==> src/rtl/riscv_alu_exec.sv <==
// -----------------------------------------------------------------------------
// riscv_alu_exec
//
// Registered execute-stage slice of a small RISC-V-style core.
// Each accepted operation passes through three combinational stages:
//    1. Main control decode: opcode to datapath controls and the ALU-op class.
//    2. ALU-control decode: ALU-op class plus function bits to an ALU opcode.
//    3. ALU: operand A combined with either op_b or imm.
// All results and controls are registered together, so latency is one cycle.
//
// Ports:
//    clk         : clock, rising edge
//    rst_n       : asynchronous active-low reset, clears every output
//    in_valid    : operation present this cycle
//    opcode      : instruction[6:0]
//    funct_bits  : {instruction[30], instruction[14:12]}
//    op_a, op_b  : register-file read values (rs1, rs2)
//    imm         : sign-extended immediate
//    out_valid   : registered result valid (one cycle after in_valid)
//    result      : registered ALU result
//    zero        : registered flag, 1 when result == 0
//    alu_src, mem_reg, reg_write, mem_read, mem_write, branch : registered controls
//    alu_op      : registered ALU-op class
//    alu_ctrl    : registered ALU opcode
// -----------------------------------------------------------------------------
module riscv_alu_exec #(
   parameter int WIDTH = 16
) (
   input  logic             clk,
   input  logic             rst_n,
   input  logic             in_valid,
   input  logic [6:0]       opcode,
   input  logic [3:0]       funct_bits,
   input  logic [WIDTH-1:0] op_a,
   input  logic [WIDTH-1:0] op_b,
   input  logic [WIDTH-1:0] imm,
   output logic             out_valid,
   output logic [WIDTH-1:0] result,
   output logic             zero,
   output logic             alu_src,
   output logic             mem_reg,
   output logic             reg_write,
   output logic             mem_read,
   output logic             mem_write,
   output logic             branch,
   output logic [1:0]       alu_op,
   output logic [3:0]       alu_ctrl
);

   localparam logic [6:0] OPC_RTYPE  = 7'b0110011;
   localparam logic [6:0] OPC_LOAD   = 7'b0000011;
   localparam logic [6:0] OPC_STORE  = 7'b0100011;
   localparam logic [6:0] OPC_BRANCH = 7'b1100011;

   localparam logic [3:0] ALU_AND = 4'b0000;
   localparam logic [3:0] ALU_OR  = 4'b0001;
   localparam logic [3:0] ALU_ADD = 4'b0010;
   localparam logic [3:0] ALU_SUB = 4'b0110;
   localparam logic [3:0] ALU_NOR = 4'b1100;

   // ---------------------------------------------------------------- decode
   logic             alu_src_next;
   logic             mem_reg_next;
   logic             reg_write_next;
   logic             mem_read_next;
   logic             mem_write_next;
   logic             branch_next;
   logic [1:0]       alu_op_next;
   logic [3:0]       alu_ctrl_next;
   logic [WIDTH-1:0] alu_b;
   logic [WIDTH-1:0] result_next;
   logic             zero_next;

   always_comb begin
      alu_src_next   = 1'b0;
      mem_reg_next   = 1'b0;
      reg_write_next = 1'b0;
      mem_read_next  = 1'b0;
      mem_write_next = 1'b0;
      branch_next    = 1'b0;
      alu_op_next    = 2'b00;
      case (opcode)
         OPC_RTYPE: begin
            reg_write_next = 1'b1;
            alu_op_next    = 2'b10;
         end
         OPC_LOAD: begin
            alu_src_next   = 1'b1;
            mem_reg_next   = 1'b1;
            reg_write_next = 1'b1;
            mem_read_next  = 1'b1;
         end
         OPC_STORE: begin
            alu_src_next   = 1'b1;
            mem_write_next = 1'b1;
         end
         OPC_BRANCH: begin
            branch_next    = 1'b1;
            alu_op_next    = 2'b01;
         end
         default: ;  // unknown opcode: all controls inactive, ALU adds
      endcase
   end

   always_comb begin
      alu_ctrl_next = ALU_ADD;
      case (alu_op_next)
         2'b01: alu_ctrl_next = ALU_SUB;
         2'b10: begin
            case (funct_bits)
               4'b0000: alu_ctrl_next = ALU_ADD;
               4'b1000: alu_ctrl_next = ALU_SUB;
               4'b0111: alu_ctrl_next = ALU_AND;
               4'b0110: alu_ctrl_next = ALU_OR;
               default: alu_ctrl_next = ALU_ADD;
            endcase
         end
         default: alu_ctrl_next = ALU_ADD;  // 00 and the unused 11 class
      endcase
   end

   // ------------------------------------------------------------------- ALU
   assign alu_b = alu_src_next ? imm : op_b;

   always_comb begin
      result_next = '0;
      case (alu_ctrl_next)
         ALU_AND: result_next = op_a & alu_b;
         ALU_OR:  result_next = op_a | alu_b;
         ALU_ADD: result_next = op_a + alu_b;  // carry out dropped
         ALU_SUB: result_next = op_a - alu_b;  // two's-complement wrap
         ALU_NOR: result_next = ~(op_a | alu_b);
         default: result_next = '0;
      endcase
   end

   // Derived before the register so zero always matches result.
   assign zero_next = (result_next == '0);

   // ------------------------------------------------------- output registers
   logic             out_valid_reg;
   logic [WIDTH-1:0] result_reg;
   logic             zero_reg;
   logic             alu_src_reg;
   logic             mem_reg_reg;
   logic             reg_write_reg;
   logic             mem_read_reg;
   logic             mem_write_reg;
   logic             branch_reg;
   logic [1:0]       alu_op_reg;
   logic [3:0]       alu_ctrl_reg;

   always_ff @(posedge clk or negedge rst_n) begin
      if (!rst_n) begin
         out_valid_reg <= 1'b0;
         result_reg    <= '0;
         zero_reg      <= 1'b0;
         alu_src_reg   <= 1'b0;
         mem_reg_reg   <= 1'b0;
         reg_write_reg <= 1'b0;
         mem_read_reg  <= 1'b0;
         mem_write_reg <= 1'b0;
         branch_reg    <= 1'b0;
         alu_op_reg    <= 2'b00;
         alu_ctrl_reg  <= 4'b0000;
      end else begin
         out_valid_reg <= in_valid;
         // Idle cycles keep the last accepted operation visible.
         if (in_valid) begin
            result_reg    <= result_next;
            zero_reg      <= zero_next;
            alu_src_reg   <= alu_src_next;
            mem_reg_reg   <= mem_reg_next;
            reg_write_reg <= reg_write_next;
            mem_read_reg  <= mem_read_next;
            mem_write_reg <= mem_write_next;
            branch_reg    <= branch_next;
            alu_op_reg    <= alu_op_next;
            alu_ctrl_reg  <= alu_ctrl_next;
         end
      end
   end

   assign out_valid = out_valid_reg;
   assign result    = result_reg;
   assign zero      = zero_reg;
   assign alu_src   = alu_src_reg;
   assign mem_reg   = mem_reg_reg;
   assign reg_write = reg_write_reg;
   assign mem_read  = mem_read_reg;
   assign mem_write = mem_write_reg;
   assign branch    = branch_reg;
   assign alu_op    = alu_op_reg;
   assign alu_ctrl  = alu_ctrl_reg;

endmodule

==> config.mk <==
export PLATFORM = sky130hd
export DESIGN_NAME = riscv_alu_exec
export DESIGN_NICKNAME = d
export VERILOG_FILES = /design/src/rtl/riscv_alu_exec.sv
export SDC_FILE = /design/constraint.sdc
export NUM_CORES = 1
export LEC_CHECK = 0
export BUFFER_PORTS_ARGS = -buffer_cell sky130_fd_sc_hd__buf_2
export CORE_ASPECT_RATIO = 1.1
export CORE_MARGIN = 2
export CORE_UTILIZATION = 57
export DETAILED_ROUTE_END_ITERATION = 8
export HOLD_SLACK_MARGIN = 0.12
export PLACE_DENSITY = 0.93
export SYNTH_ARGS = -nofsm -noshare
export SYNTH_HDL_FRONTEND = slang
export SYNTH_SLANG_ARGS = --single-unit
export TNS_END_PERCENT = 20
==> constraint.sdc <==
create_clock -name clk -period 1.6 [get_ports clk]
set_clock_uncertainty 0.2 [all_clocks]
set_input_delay 0.16 -clock clk [delete_from_list [all_inputs] [get_ports clk]]
set_output_delay 0.16 -clock clk [all_outputs]
set_load 0.05 [all_outputs]
==> results of run 1 <==
-- logic make-up after synthesis --
group           Yosys count  synth area share
simple gates            132             0.234
compound gates          114             0.253
flops                    27             0.228
xor+xnor                 26            0.0767
buf+inv                  23            0.0434
fa+ha+maj                21            0.0911
mux                      21            0.0729
other cells               1           0.00126
-- stage by stage --
stage	area [µm²]	hold WS, ps	util	std cells	TNS [ps]
detailed placement	4550	-11.9	0.911	640	-47160
global placement	4550	-25.2	0.911	640	-38970
floorplan	3070	-336	-	365	-33880
==> summary by stage, run 1 <==
CTS
The number of buffers added to fix hold violations after cts is 1. Buffers inserted during clock tree synthesis total 3. The clock sink count is 27.

The library cell used as clock root buffer is sky130_fd_sc_hd__clkbuf_8. The post-CTS repair timing setup buffer count is 12. Gates resized during post-CTS repair numbered 68. The clock passes through at most 2 buffers.

The number of H-tree levels is 1.

Place
Buffers placed on the I/O ports in this run total 90. Prior to clock tree synthesis, the placed netlist has a worst setup slack of -3300 ps. Detailed placement finished with a half-perimeter wire length of 10,200 µm.

The final estimated routing congestion in global placement is 1.09.

Die
The die height is 79.7 µm. The die outline width is 72.8 µm. The initial utilization of the core area, before any placement, comes to 0.594.

Row generation in the floorplan step produced 27 rows. 92 I/O pins were placed.

Synth
The unique cell type count in the Yosys netlist is 70. The synthesized design contains 27 register bits. sky130_fd_sc_hd__nor2_1 is the most common cell in the netlist. Counting instances in the post-synthesis netlist gives the leading cell types as sky130_fd_sc_hd__nor2_1 (41), sky130_fd_sc_hd__a21oi_1 (37), sky130_fd_sc_hd__nand2_1 (31), sky130_fd_sc_hd__dfrtp_1 (27), sky130_fd_sc_hd__ha_1 (20). Summed over all instances, the cell type with the most area after synthesis is sky130_fd_sc_hd__dfrtp_1.

The netlist area before placement is 2970 µm². The async set-reset flop share out of synthesis is 1.00. The number of enable flip-flop cells after synthesis is 0.

Synthesis produced a netlist with a net count of 448. The area share of the leading cell type in the synthesized netlist is 0.228. Ranked by total cell area, the synthesized netlist is headed by sky130_fd_sc_hd__dfrtp_1 (23%), sky130_fd_sc_hd__ha_1 (8.4%), sky130_fd_sc_hd__a21oi_1 (6.2%), sky130_fd_sc_hd__mux2i_1 (5.4%), sky130_fd_sc_hd__nor2_1 (5.2%). The top flip-flop cell by instance count after synthesis is sky130_fd_sc_hd__dfrtp_1. The share of the Yosys chip area taken by registers is 0.228. In this run the mean area of a mapped cell was 8.13 µm². The number of cells produced by synthesis is 365.

The Yosys step of the flow raised 0 warnings.

Status
The first error in the log reads "[ERROR DPL-0038] Utilization greater than 100%, impossible to legalize". It got as far as clock tree synthesis (4_1_cts) and failed there. The run stopped with a tool error.
==> run 2: changes to the inputs <==
- CORE_ASPECT_RATIO: 1.1 -> not set
- CORE_UTILIZATION: 57 -> 40
- HOLD_SLACK_MARGIN: 0.12 -> not set
- PLACE_DENSITY: 0.93 -> not set
- PLACE_DENSITY_LB_ADDON: not set -> 0.15
==> run 2 against run 1 <==
The flow now finishes, with violations (negative setup slack); synthesized cell count unchanged; synthesized area unchanged.
==> summary by stage, run 2 <==
STA
The worst slew margin relative to its limit is 0.606. The aggregate negative setup slack is -34,240 ps. Dividing the final minimum period by the clock period gives 2.60. The actual transition at the worst max-transition pin is 591 ps.

The peak clock frequency supported by timing is 240 MHz. The worst-case setup margin in the final layout is -2560 ps. Setup repair after global routing could not meet its margin everywhere.

The number of max-slew violations in the final report came to 0. The routed design could run at a clock period as short as 4160 ps. The number of hold violations in the final report is 0.

Setup violations remaining at the end of the flow were counted as 19.

Pwr
The worst-case IR drop observed on VDD is 361 µV. The leakage component of the power is 2.56 nW. The clock group share of total power is 0.129.

The cell internal power dissipation is 1.82 mW. The net switching fraction of the power is 0.421. The share of total power dissipated in combinational logic is 0.612. The cell area power density is 602 nW/µm².

In this run the power spent charging and discharging nets is 1.33 mW. The sequential fraction of design power is 0.259.

Worst setup path
In this run the worst path has a maximum fanout of 4. The type of element launching the critical path is an input port. The required time of the critical path is 1570 ps. The data arrival time at the worst-slack endpoint is 4140 ps. The type of element capturing the critical path is a flip-flop.

The setup path with the least slack is of type in -> reg.

Place
The HPWL after detailed placement is 8560 µm (-16%). The final estimated routing congestion in global placement is 0.904 (-17%). The port buffer count was 90 (unchanged).

The number of placed instances with taps included is 684 (+6.9%).

Final layout
Leaving out fill and tap cells, the most frequent cell in the layout is sky130_fd_sc_hd__buf_4. Summing all multi-input logic gate instances after layout gives 2610 µm². The growth of design area from synthesis to finish is 76.1%. The filler cell count is 570. The number of flip-flops in the largest register is 16. For this run, the post-layout net count is 697.

Leaving out filler cells and counting taps, the final layout contains 712. The fraction of layout instances using a drive strength above 1 is 0.558. In the final layout, flip-flops and latches occupy 676 µm². The library cells used most frequently in the layout, excluding fill and tap cells, are sky130_fd_sc_hd__buf_4 (162), sky130_fd_sc_hd__buf_2 (89), sky130_fd_sc_hd__nor2_1 (35). 0 antenna diodes ended up in the layout.

Global routing
The global-route usage over all layers is 0.269. The initial antenna violation count is 0. Entering global routing, the biggest net connects 36 pins. The remaining global-route overflow is 0.

The via count of the first global-routing pass is 3,776. The global-route wire length before repair is 18,000 µm.

Die
The die outline width is 90.1 µm (+24%). The region available for standard cell placement spans 7210 µm². The die outline area is 8120 µm².

The initial cell density of the core is 0.411 (-0.182). The die height is 90.1 µm (+13%). The top-level port count is 92 (unchanged).

The cell row count is 31 (+15%).

Synth
The async set-reset flop share out of synthesis is 1.00 (unchanged). The number of nets produced by synthesis is 448 (unchanged). The mean instance size in the synthesized netlist is 8.13 µm² (unchanged). The number of enable flip-flop cells after synthesis was 0 (unchanged). The netlist area before placement is 2970 µm² (unchanged). The warning count from the yosys run came to 0 (unchanged). The most frequent cell after synthesis is sky130_fd_sc_hd__nor2_1. The sequential area share after synthesis was 0.228 (unchanged). The number of cells produced by synthesis is 365 (unchanged). After synthesis, the most frequently instantiated cells are sky130_fd_sc_hd__nor2_1 (41), sky130_fd_sc_hd__a21oi_1 (37), sky130_fd_sc_hd__nand2_1 (31), sky130_fd_sc_hd__dfrtp_1 (27), sky130_fd_sc_hd__ha_1 (20). The post-synthesis cell type with the largest combined area is sky130_fd_sc_hd__dfrtp_1. The unique cell type count in the Yosys netlist is 70 (unchanged). The area share of the leading cell type in the synthesized netlist was 0.228 (unchanged).

The most used flip-flop cell after synthesis is sky130_fd_sc_hd__dfrtp_1. The post-synthesis sequential element count was 27 (unchanged). After synthesis, the cell types taking the most area are sky130_fd_sc_hd__dfrtp_1 (23%), sky130_fd_sc_hd__ha_1 (8.4%), sky130_fd_sc_hd__a21oi_1 (6.2%), sky130_fd_sc_hd__mux2i_1 (5.4%), sky130_fd_sc_hd__nor2_1 (5.2%).

Route
The first TritonRoute pass finished after 4 iterations. In this run, the number of DRC markers left after iteration 0 of detailed routing was 192. In the routed layout, each cell is associated on average with a via count of 5.34. The final route contains 3,800 vias. The post-route DRC violation count is 0. In the final routed layout, each cell accounts on average for 15.8 µm. The sum of routed wire length over all layers is 11,200 µm. Once detail routing completed, the nets flagged for antenna violations numbered 0.

Status
The flow ran to the end, but the final reports show violations. The final reports fail on negative setup slack.

CTS
The worst-case clock buffer depth is 2 (unchanged). The later pin in the worst-skew pair is clocked with a latency of 280 ps. The number of CTS-inserted buffers is 3 (unchanged). After clock tree synthesis, the clock-pin slew on the worst setup and hold paths is 100 ps. The library cell used as clock root buffer is sky130_fd_sc_hd__clkbuf_8.

The clock sink count is 27 (unchanged). The number of H-tree levels is 1 (unchanged). The TritonCTS clock tree is done.

Flow run
The max-capacitance violation count is 0.

Worst hold path
The path class of the lowest-slack min-delay path is in -> reg.
run 2: power by group through the flow:
stage | sequential, mW | combinational, mW | clock (mW)
after floorplan | 1.15 | 0.619 | 0
after global placement | 0.827 | 1.65 | 0
after detailed placement | 0.829 | 1.67 | 0
after CTS | 0.816 | 1.83 | 0.408
after global routing | 0.829 | 2.06 | 0.443
final | 0.815 | 1.93 | 0.405
run 2: layer usage:
layer	vias up	part of all wire	GRT usage
li1	1852	-	-
met1	1797	0.42	0.323
met2	129	0.51	0.491
met3	22	0.049	0.0335
met4	0	0.030	0.0962
met5	-	0	0
run 2: final timing paths:
kind,from,end,slack (ps),cells past startpoint
max,opcode[2],zero,-2560,22
min,in_valid,out_valid,140,2
max reg2reg,branch,branch,620,1
min reg2reg,result[6],result[6],280,1
max in group asynchronous,rst_n,result[6],600,2
min in group asynchronous,rst_n,result[9],210,2
run 2: worst max-delay path, stage by stage:
cell and delay, ps:
sky130_fd_sc_hd__buf_6 90, sky130_fd_sc_hd__nand4bb_4 260, sky130_fd_sc_hd__nor2_4 160, sky130_fd_sc_hd__nand3_4 110
sky130_fd_sc_hd__buf_4 170, sky130_fd_sc_hd__ha_4 180, sky130_fd_sc_hd__a31oi_4 170, sky130_fd_sc_hd__nor2b_4 80
sky130_fd_sc_hd__and2_4 180, sky130_fd_sc_hd__nor2_2 110, sky130_fd_sc_hd__xor2_1 170, sky130_fd_sc_hd__o21ai_1 100
sky130_fd_sc_hd__ha_2 230, sky130_fd_sc_hd__a2111oi_4 360, sky130_fd_sc_hd__o21ai_2 120, sky130_fd_sc_hd__a41o_1 290
sky130_fd_sc_hd__a21oi_2 180, sky130_fd_sc_hd__nand2b_4 140, sky130_fd_sc_hd__a21boi_2 50, sky130_fd_sc_hd__or4_1 400
sky130_fd_sc_hd__o311a_1 160, sky130_fd_sc_hd__a32o_1 260
run 2: metrics by stage:
step,instance area [µm²],util,hold WS (ps),worst slack (ps),total power [mW]
final,5230,0.725,136,-2560,3.15
after detailed placement,4630,0.641,-0.545,-3040,2.50
after floorplan,3070,-,-336,-2640,1.76
after CTS,5060,0.701,126,-2500,3.05
after global placement,4630,0.641,-17.3,-2820,2.48
after global routing,5230,0.725,135,-2690,3.33
run 2: cell type report:
cell class	count	area share
repair buffers	257	0.330
well taps	99	0.0237
inverters	10	0.00766
multi-input cells	315	0.500
clock inverters	1	0.00144
clock buffers	3	0.00790
flip-flops and latches	27	0.129
run 2: kinds of logic after synthesis:
kind of cell | after synthesis | synth area share
and+or+nand+nor | 132 | 0.234
AOI/OAI and AO/OA | 114 | 0.253
DFF | 27 | 0.228
xor gates and xnor gates | 26 | 0.0767
buffers and inverters | 23 | 0.0434
adders and majority gates | 21 | 0.0911
muxes | 21 | 0.0729
other | 1 | 0.00126
run 2: timing repair:
action	CTS	global route
pin swaps	45	21
hold buffers	2	0
hold endpoints to repair	28	0
gates resized for setup	54	22
setup endpoints to repair	20	20
buffers inserted	16	6
Power figures use the tool's default switching activity.
==> run 3: changes to the inputs <==
- SKIP_CTS_REPAIR_TIMING: not set -> 1
==> run 3 against run 2 <==
The flow finishes with violations (negative hold slack, negative setup slack); global-route usage shrank 1.7 points; via count shrank 2.4%; utilization shrank 1.9 points; flip-flop and latch count is the same; largest power group unchanged; worst hold slack lost 140 ps; sequential power is essentially flat; sequential share of layout area grew 0.34 points; non-clock buffer count shrank 16; clock-buffer cell count is the same; final cell count shrank 2.2%; first-iteration DRC count shrank 8.9%.
==> summary by stage, run 3 (synthesized netlist as in run 2, its figures left out) <==
CTS
TritonCTS built the clock tree. The clock sink count is 27 (unchanged). The number of H-tree levels came to 1 (unchanged).

The worst-case clock buffer depth is 2 (unchanged). The number of CTS-inserted buffers was 3 (unchanged). The clock input transition at the sequential cells of the worst setup and hold paths is 100 ps (about the same).

The library cell used as clock root buffer is sky130_fd_sc_hd__clkbuf_8. The latest clock arrival within the worst-skew pair is 280 ps (about the same).

Route
The sum of routed wire length over all layers was 11,100 µm (-1.6%). The antenna violation net count after detailed routing is 0 (unchanged). The post-route DRC violation count is 0 (unchanged).

The routed wirelength normalized by instance count is 15.9 µm (+0.65%). The ratio of routed vias to standard cells was 5.33 (-0.15%). The violation count after the first detailed-routing iteration was 175 (-8.9%).

The total number of vias is 3,709 (-2.4%). The count of TritonRoute iterations in the first routing pass came to 5 (+1).

Flow run
The max-capacitance violation count is 0 (unchanged).

Final layout
The most frequent standard cell in the layout excluding fill and tap cells is sky130_fd_sc_hd__buf_4. The utilization after layout is 0.706 (-0.0186). The storage element area was 676 µm² (unchanged). In the layout the commonest cells are sky130_fd_sc_hd__buf_4 (150), sky130_fd_sc_hd__buf_2 (89), sky130_fd_sc_hd__nor2_1 (35).

The filler cell count was 607 (+6.5%). The number of flip-flops in the largest register was 16 (unchanged). The antenna diode count is 0 (unchanged). The area taken by multi-input logic gates is 2620 µm² (about the same). The fraction of layout instances using a drive strength above 1 is 0.548 (-0.0102).

The final net count is 681 (-2.3%). The final non-filler cell total was 696 (-2.2%). The area growth from synthesis to layout is 71.6%.

Worst setup path
The peak per-stage delay on the critical path is 380 ps (-20 ps). The count of buffering cells on the critical path with inverters included is 2 (unchanged). The worst register-to-register path begins at branch.

The worst setup path endpoint is zero. The number of cells on the critical path is 22 (unchanged). The worst-case reg-to-reg path depth came to 1 (unchanged).

The required time of the critical path is 1620 ps (+50 ps). The type of element capturing the critical path is a flip-flop. The cell family contributing the most delay on the critical path is simple AND/OR/NAND/NOR gates.

The data arrival time at the worst-slack endpoint is 4250 ps (+110 ps). Walking the worst path, the cells encountered are buf_6 > nand4bb_4 > nor2_4 > nand3_4 > inv_2 > ha_4 > nor2b_4 > a31oi_2 > nor2b_2 > and2_4 > nor2_4 > xnor2_2 > fa_2 > a211oi_4 > o21bai_1 > a32o_1 > a311oi_2 > and4_1 > and4b_1 > nand4_1 > nor4_1 > a32o_1. The worst reg2reg path endpoint is branch. The most critical setup path has its startpoint at opcode[2]. The cell with the largest stage delay on the worst path is sky130_fd_sc_hd__fa_2.

The critical path class is in -> reg. The worst setup path is launched from an input port. The flop-to-flop setup slack was 620 ps (about the same). The top fanout value on the critical path is 4 (unchanged).

Place
The port buffer count was 90 (unchanged). The HPWL after detailed placement came to 8560 µm (unchanged). The final estimated routing congestion in global placement was 0.904 (unchanged). The number of placed instances with taps included is 684 (unchanged).

Pwr
The cell area power density is 611 nW/µm² (+1.5%). The leakage component of the power came to 2.51 nW (-1.9%). The clock group share of total power came to 0.130 (about the same). The cell internal power dissipation is 1.80 mW (-1.5%).

The total design power came to 3.11 mW (-1.1%). The combinational share of power was 0.608 (-0.004). The largest voltage drop on the vdd net was 370 µV (+2.6%). The net switching fraction of the power is 0.424 (+0.00248). The sequential fraction of design power came to 0.262 (+0.003). The net switching component of the power is 1.32 mW (-0.52%).

Die
The top-level port count came to 92 (unchanged). The cell row count is 31 (unchanged). The placeable core area is 7210 µm² (unchanged). The die height came to 90.1 µm (unchanged). The die outline area is 8120 µm² (unchanged). The initial cell density of the core came to 0.411 (unchanged). The die outline width came to 90.1 µm (unchanged).

STA
The number of hold violations in the final report is 1 (+1). The number of max-slew violations in the final report is 0 (unchanged). The setup-violating endpoint count in the final report is 19 (unchanged). The peak clock frequency supported by timing is 236 MHz (-1.7%). The worst slew margin relative to its limit was 0.606 (about the same). Setup repair after global routing could not meet its margin everywhere. The actual transition at the worst max-transition pin is 592 ps (+0.443 ps).

The final critical delay including setup and external delays is 4240 ps (+72.3 ps). The worst-case setup margin in the final layout is -2640 ps (-72.3 ps). The worst hold slack across all endpoints is -7.98 ps (-144 ps). The period utilization is 2.65 (+0.0452).

Global routing
The via count of the first global-routing pass is 3,594 (-4.8%). The remaining global-route overflow is 0 (unchanged). The global-route wire length before repair came to 16,900 µm (-6.1%). The global-route usage over all layers is 0.252 (-0.0174). The initial antenna violation count was 0 (unchanged). The largest net degree at the start of global routing was 36 (unchanged).

Worst hold path
The path class of the lowest-slack min-delay path is in -> reg. In this run the most critical hold path is launched from opcode[5]. The worst hold path cell count is 3 (+1).

Status
The flow ran to the end, but the final reports show violations. The final reports fail on negative hold slack, negative setup slack.
[run 3: routing by layer]
layer  GRT usage  part of all wire  up-vias
li1            -                 -     1819
met1       0.312              0.41     1730
met2       0.451              0.51      129
met3      0.0302             0.041       31
met4      0.0872             0.036        0
met5           0                 0        -
[run 3: tightest hold or removal path, stage by stage]
cell and delay (ps):
sky130_fd_sc_hd__buf_2 100, sky130_fd_sc_hd__buf_4 120, sky130_fd_sc_hd__o31ai_1 70
[run 3: through the flow]
step	hold WS, ps	instance area (µm²)	worst slack (ps)	setup TNS (ps)
after global routing	0.880	5090	-2810	-37030
final	-7.98	5090	-2640	-33960
after CTS	-309	4680	-2760	-36620
after floorplan	-336	3070	-2640	-33880
after global placement	-17.3	4630	-2820	-39790
after detailed placement	-0.545	4630	-3040	-42540
[run 3: final cells by class]
| cell class | instances | share of cell area |
|---|---|---|
| Clock inverter | 1 | 0.00147 |
| Tap cell | 99 | 0.0243 |
| Clock buffer | 3 | 0.00811 |
| Timing Repair Buffer | 241 | 0.313 |
| Inverter | 10 | 0.00737 |
| Sequential cell | 27 | 0.133 |
| Multi-Input combinational cell | 315 | 0.513 |
[run 3: worst min-delay path by stage]
| stage | endpoint |
|---|---|
| finish | mem_read |
| global route | mem_read |
| CTS | result[1] |
| detailed placement | result[9] |
| global placement | result[9] |
| floorplan | alu_ctrl[0] |
[run 3: power groups by stage]
stage / registers (mW) / clock network, mW / logic (mW)
2_1_floorplan: 1.15 / 0 / 0.619
3_3_place_gp: 0.827 / 0 / 1.65
3_5_place_dp: 0.829 / 0 / 1.67
4_1_cts: 0.816 / 0.408 / 1.68
5_1_grt: 0.829 / 0.442 / 2.02
6_report: 0.815 / 0.405 / 1.89
==> run 4: changes to the inputs <==
- BUFFER_PORTS_ARGS: -buffer_cell sky130_fd_sc_hd__buf_2 -> -buffer_cell sky130_fd_sc_hd__buf_4
- CELL_PAD_IN_SITES_DETAIL_PLACEMENT: not set -> 1
- CELL_PAD_IN_SITES_GLOBAL_PLACEMENT: not set -> 2
- CORE_UTILIZATION: 40 -> 32
==> run 4 against run 3 <==
The flow finishes with violations (negative setup slack); clock-buffer cell count unchanged; wire length rose by 21%; critical path depth increased by 1; setup slack got worse by 44 ps; design area grew 6.2%; die area up 24%.
==> summary by stage, run 4 (synthesized netlist as in run 2, its figures left out) <==
Status
The run finished, with violations left. The checks that failed: negative setup slack.

Place
The HPWL after detailed placement was 10,500 µm (+23%). The final estimated routing congestion in global placement came to 0.896 (-0.87%). The port buffer count is 90 (unchanged). The cell area after placement came to 4920 µm² (+6.4%).

Die
The placeable core area is 9110 µm² (+26%). The die outline width is 100 µm (+11%). The cell row count is 35 (+13%). The die height was 100 µm (+11%).

The top-level port count came to 92 (unchanged). The initial cell density of the core is 0.326 (-0.0856). The die outline area is 10,100 µm² (+24%).

Final layout
The antenna diode count was 0 (unchanged). The number of flip-flops in the largest register is 16 (unchanged). Relative to the synthesized area, the layout overhead comes to 82.3%. The filler cell count was 1,097 (+81%). The library cells used most frequently in the layout, excluding fill and tap cells, are sky130_fd_sc_hd__buf_4 (245), sky130_fd_sc_hd__nor2_1 (35), sky130_fd_sc_hd__a21oi_1 (30). The final net count is 691 (+1.5%). The library cell used most frequently in the layout, excluding fill and tap cells, is sky130_fd_sc_hd__buf_4. The fraction of layout instances using a drive strength above 1 is 0.547 (-0.000786).

The cell area after layout is 5410 µm² (+6.2%).

STA
Setup repair after global routing could not meet its margin everywhere. The period utilization came to 2.68 (+0.0276). The number of max-slew violations in the final report was 0 (unchanged). The aggregate negative setup slack came to -35,810 ps (-1850 ps). The actual transition at the worst max-transition pin was 517 ps (-74.5 ps). The worst hold slack across all endpoints is 14.1 ps (+22.0 ps). The worst slew margin relative to its limit is 0.652 (+0.0467). The number of hold violations in the final report is 0 (-1).

The final critical delay including setup and external delays is 4280 ps (+44.2 ps). The peak clock frequency supported by timing is 234 MHz (-1.0%). The setup-violating endpoint count in the final report is 20 (+1).

The worst-case setup margin in the final layout is -2680 ps (-44.2 ps).

Worst setup path
The type of element launching the critical path is an input port. The cell family contributing the most delay on the critical path is compound AO/OA/AOI/OAI gates. The peak per-stage delay on the critical path came to 400 ps (+20 ps).

The count of buffering cells on the critical path with inverters included is 4 (+2). The cell occurring most often along the worst timing path is sky130_fd_sc_hd__nor2_4. The required time of the critical path came to 1570 ps (-50 ps). The top fanout value on the critical path is 4 (unchanged).

The critical path class is in -> reg. Walking the worst path, the cells encountered are buf_6 > nand4bb_4 > nor2_4 > nand3_4 > inv_2 > ha_4 > buf_4 > inv_1 > o22ai_4 > and2_4 > nor2_4 > xor2_1 > o21ai_1 > ha_2 > a2111oi_4 > o21ai_2 > a41o_1 > a21oi_2 > nand2b_1 > a21boi_1 > or4_1 > o311a_1 > a32o_1. On the critical path, the stage with the largest delay is an instance of sky130_fd_sc_hd__or4_1. The type of element capturing the critical path is a flip-flop. The data arrival time at the worst-slack endpoint is 4250 ps (about the same).

CTS
The latest clock arrival within the worst-skew pair is 280 ps (about the same). The clock input transition at the sequential cells of the worst setup and hold paths was 100 ps (about the same). The clock sink count is 27 (unchanged). The number of H-tree levels is 1 (unchanged).

The worst-case clock buffer depth came to 2 (unchanged). The library cell used as clock root buffer is sky130_fd_sc_hd__clkbuf_8. The number of CTS-inserted buffers came to 3 (unchanged).

TritonCTS built the clock tree.

Global routing
The remaining global-route overflow came to 0 (unchanged). The largest net degree at the start of global routing was 32 (-11%). The via count of the first global-routing pass is 4,134 (+15%). The global-route wire length before repair is 19,700 µm (+16%). The initial antenna violation count is 0 (unchanged). The global-route usage over all layers is 0.244 (-0.00806).

Pwr
The largest voltage drop on the vdd net is 408 µV (+10%). The net switching fraction of the power is 0.415 (-0.00804). The clock group share of total power is 0.122 (-0.008). The cell internal power dissipation is 1.91 mW (+6.2%). The net switching component of the power was 1.36 mW (+2.8%). The combinational share of power is 0.625 (+0.017). The sequential fraction of design power is 0.253 (-0.009). The cell area power density was 603 nW/µm² (-1.3%).

The leakage component of the power came to 2.62 nW (+4.6%).

Route
The post-route DRC violation count is 0 (unchanged). The antenna violation net count after detailed routing is 0 (unchanged). The routed wirelength normalized by instance count came to 18.6 µm (+17%). The count of TritonRoute iterations in the first routing pass came to 4 (-1). The total number of vias is 3,871 (+4.4%). The sum of routed wire length over all layers is 13,300 µm (+21%).

The ratio of routed vias to standard cells is 5.39 (+1.2%). The violation count after the first detailed-routing iteration is 66 (-62%).

Flow run
The max-capacitance violation count came to 0 (unchanged).

Worst hold path
The path class of the lowest-slack min-delay path is in -> reg.
## run 4: stage by stage
step           setup WS (ps)  power [mW]   util  cells
5_1_grt                -2870        3.45  0.594    718
3_5_place_dp           -3030        2.67  0.541    702
3_3_place_gp           -2840        2.63  0.541    702
2_1_floorplan          -2640        1.76      -    365
6_report               -2680        3.26  0.594    718
4_1_cts                -2770        3.07  0.546    706
## run 4: metal layers
layer	routed length, µm	GRT usage	vias up
li1	-	-	1831
met1	5430	0.278	1917
met2	7110	0.479	97
met3	404	0.0223	26
met4	395	0.0643	0
met5	0	0	-
## run 4: final cells by class
type,count,area [µm²],share of cell area
clock inverters,1,7.51,0.00139
inverters,10,37.5,0.00694
repair buffers,251,1910,0.354
flip-flops and latches,27,676,0.125
multi-input cells,315,2590,0.480
clock buffers,3,41.3,0.00763
well taps,111,139,0.0257
## run 4: final timing paths
kind / cells past startpoint / endpoint / slack (ps) / from
max: 23 / zero / -2680 / opcode[2]
min: 3 / mem_read / 10 / opcode[5]
max reg2reg: 1 / alu_ctrl[2] / 600 / alu_ctrl[2]
min reg2reg: 1 / mem_write / 300 / mem_write
max in group asynchronous: 2 / result[5] / 810 / rst_n
min in group asynchronous: 2 / result[6] / 140 / rst_n
## run 4: power by group through the flow
stage | sequential (mW) | clock [mW] | combinational, mW
global route | 0.835 | 0.442 | 2.17
finish | 0.824 | 0.398 | 2.04
global placement | 0.833 | 0 | 1.79
detailed placement | 0.838 | 0 | 1.83
floorplan | 1.15 | 0 | 0.619
CTS | 0.825 | 0.409 | 1.84
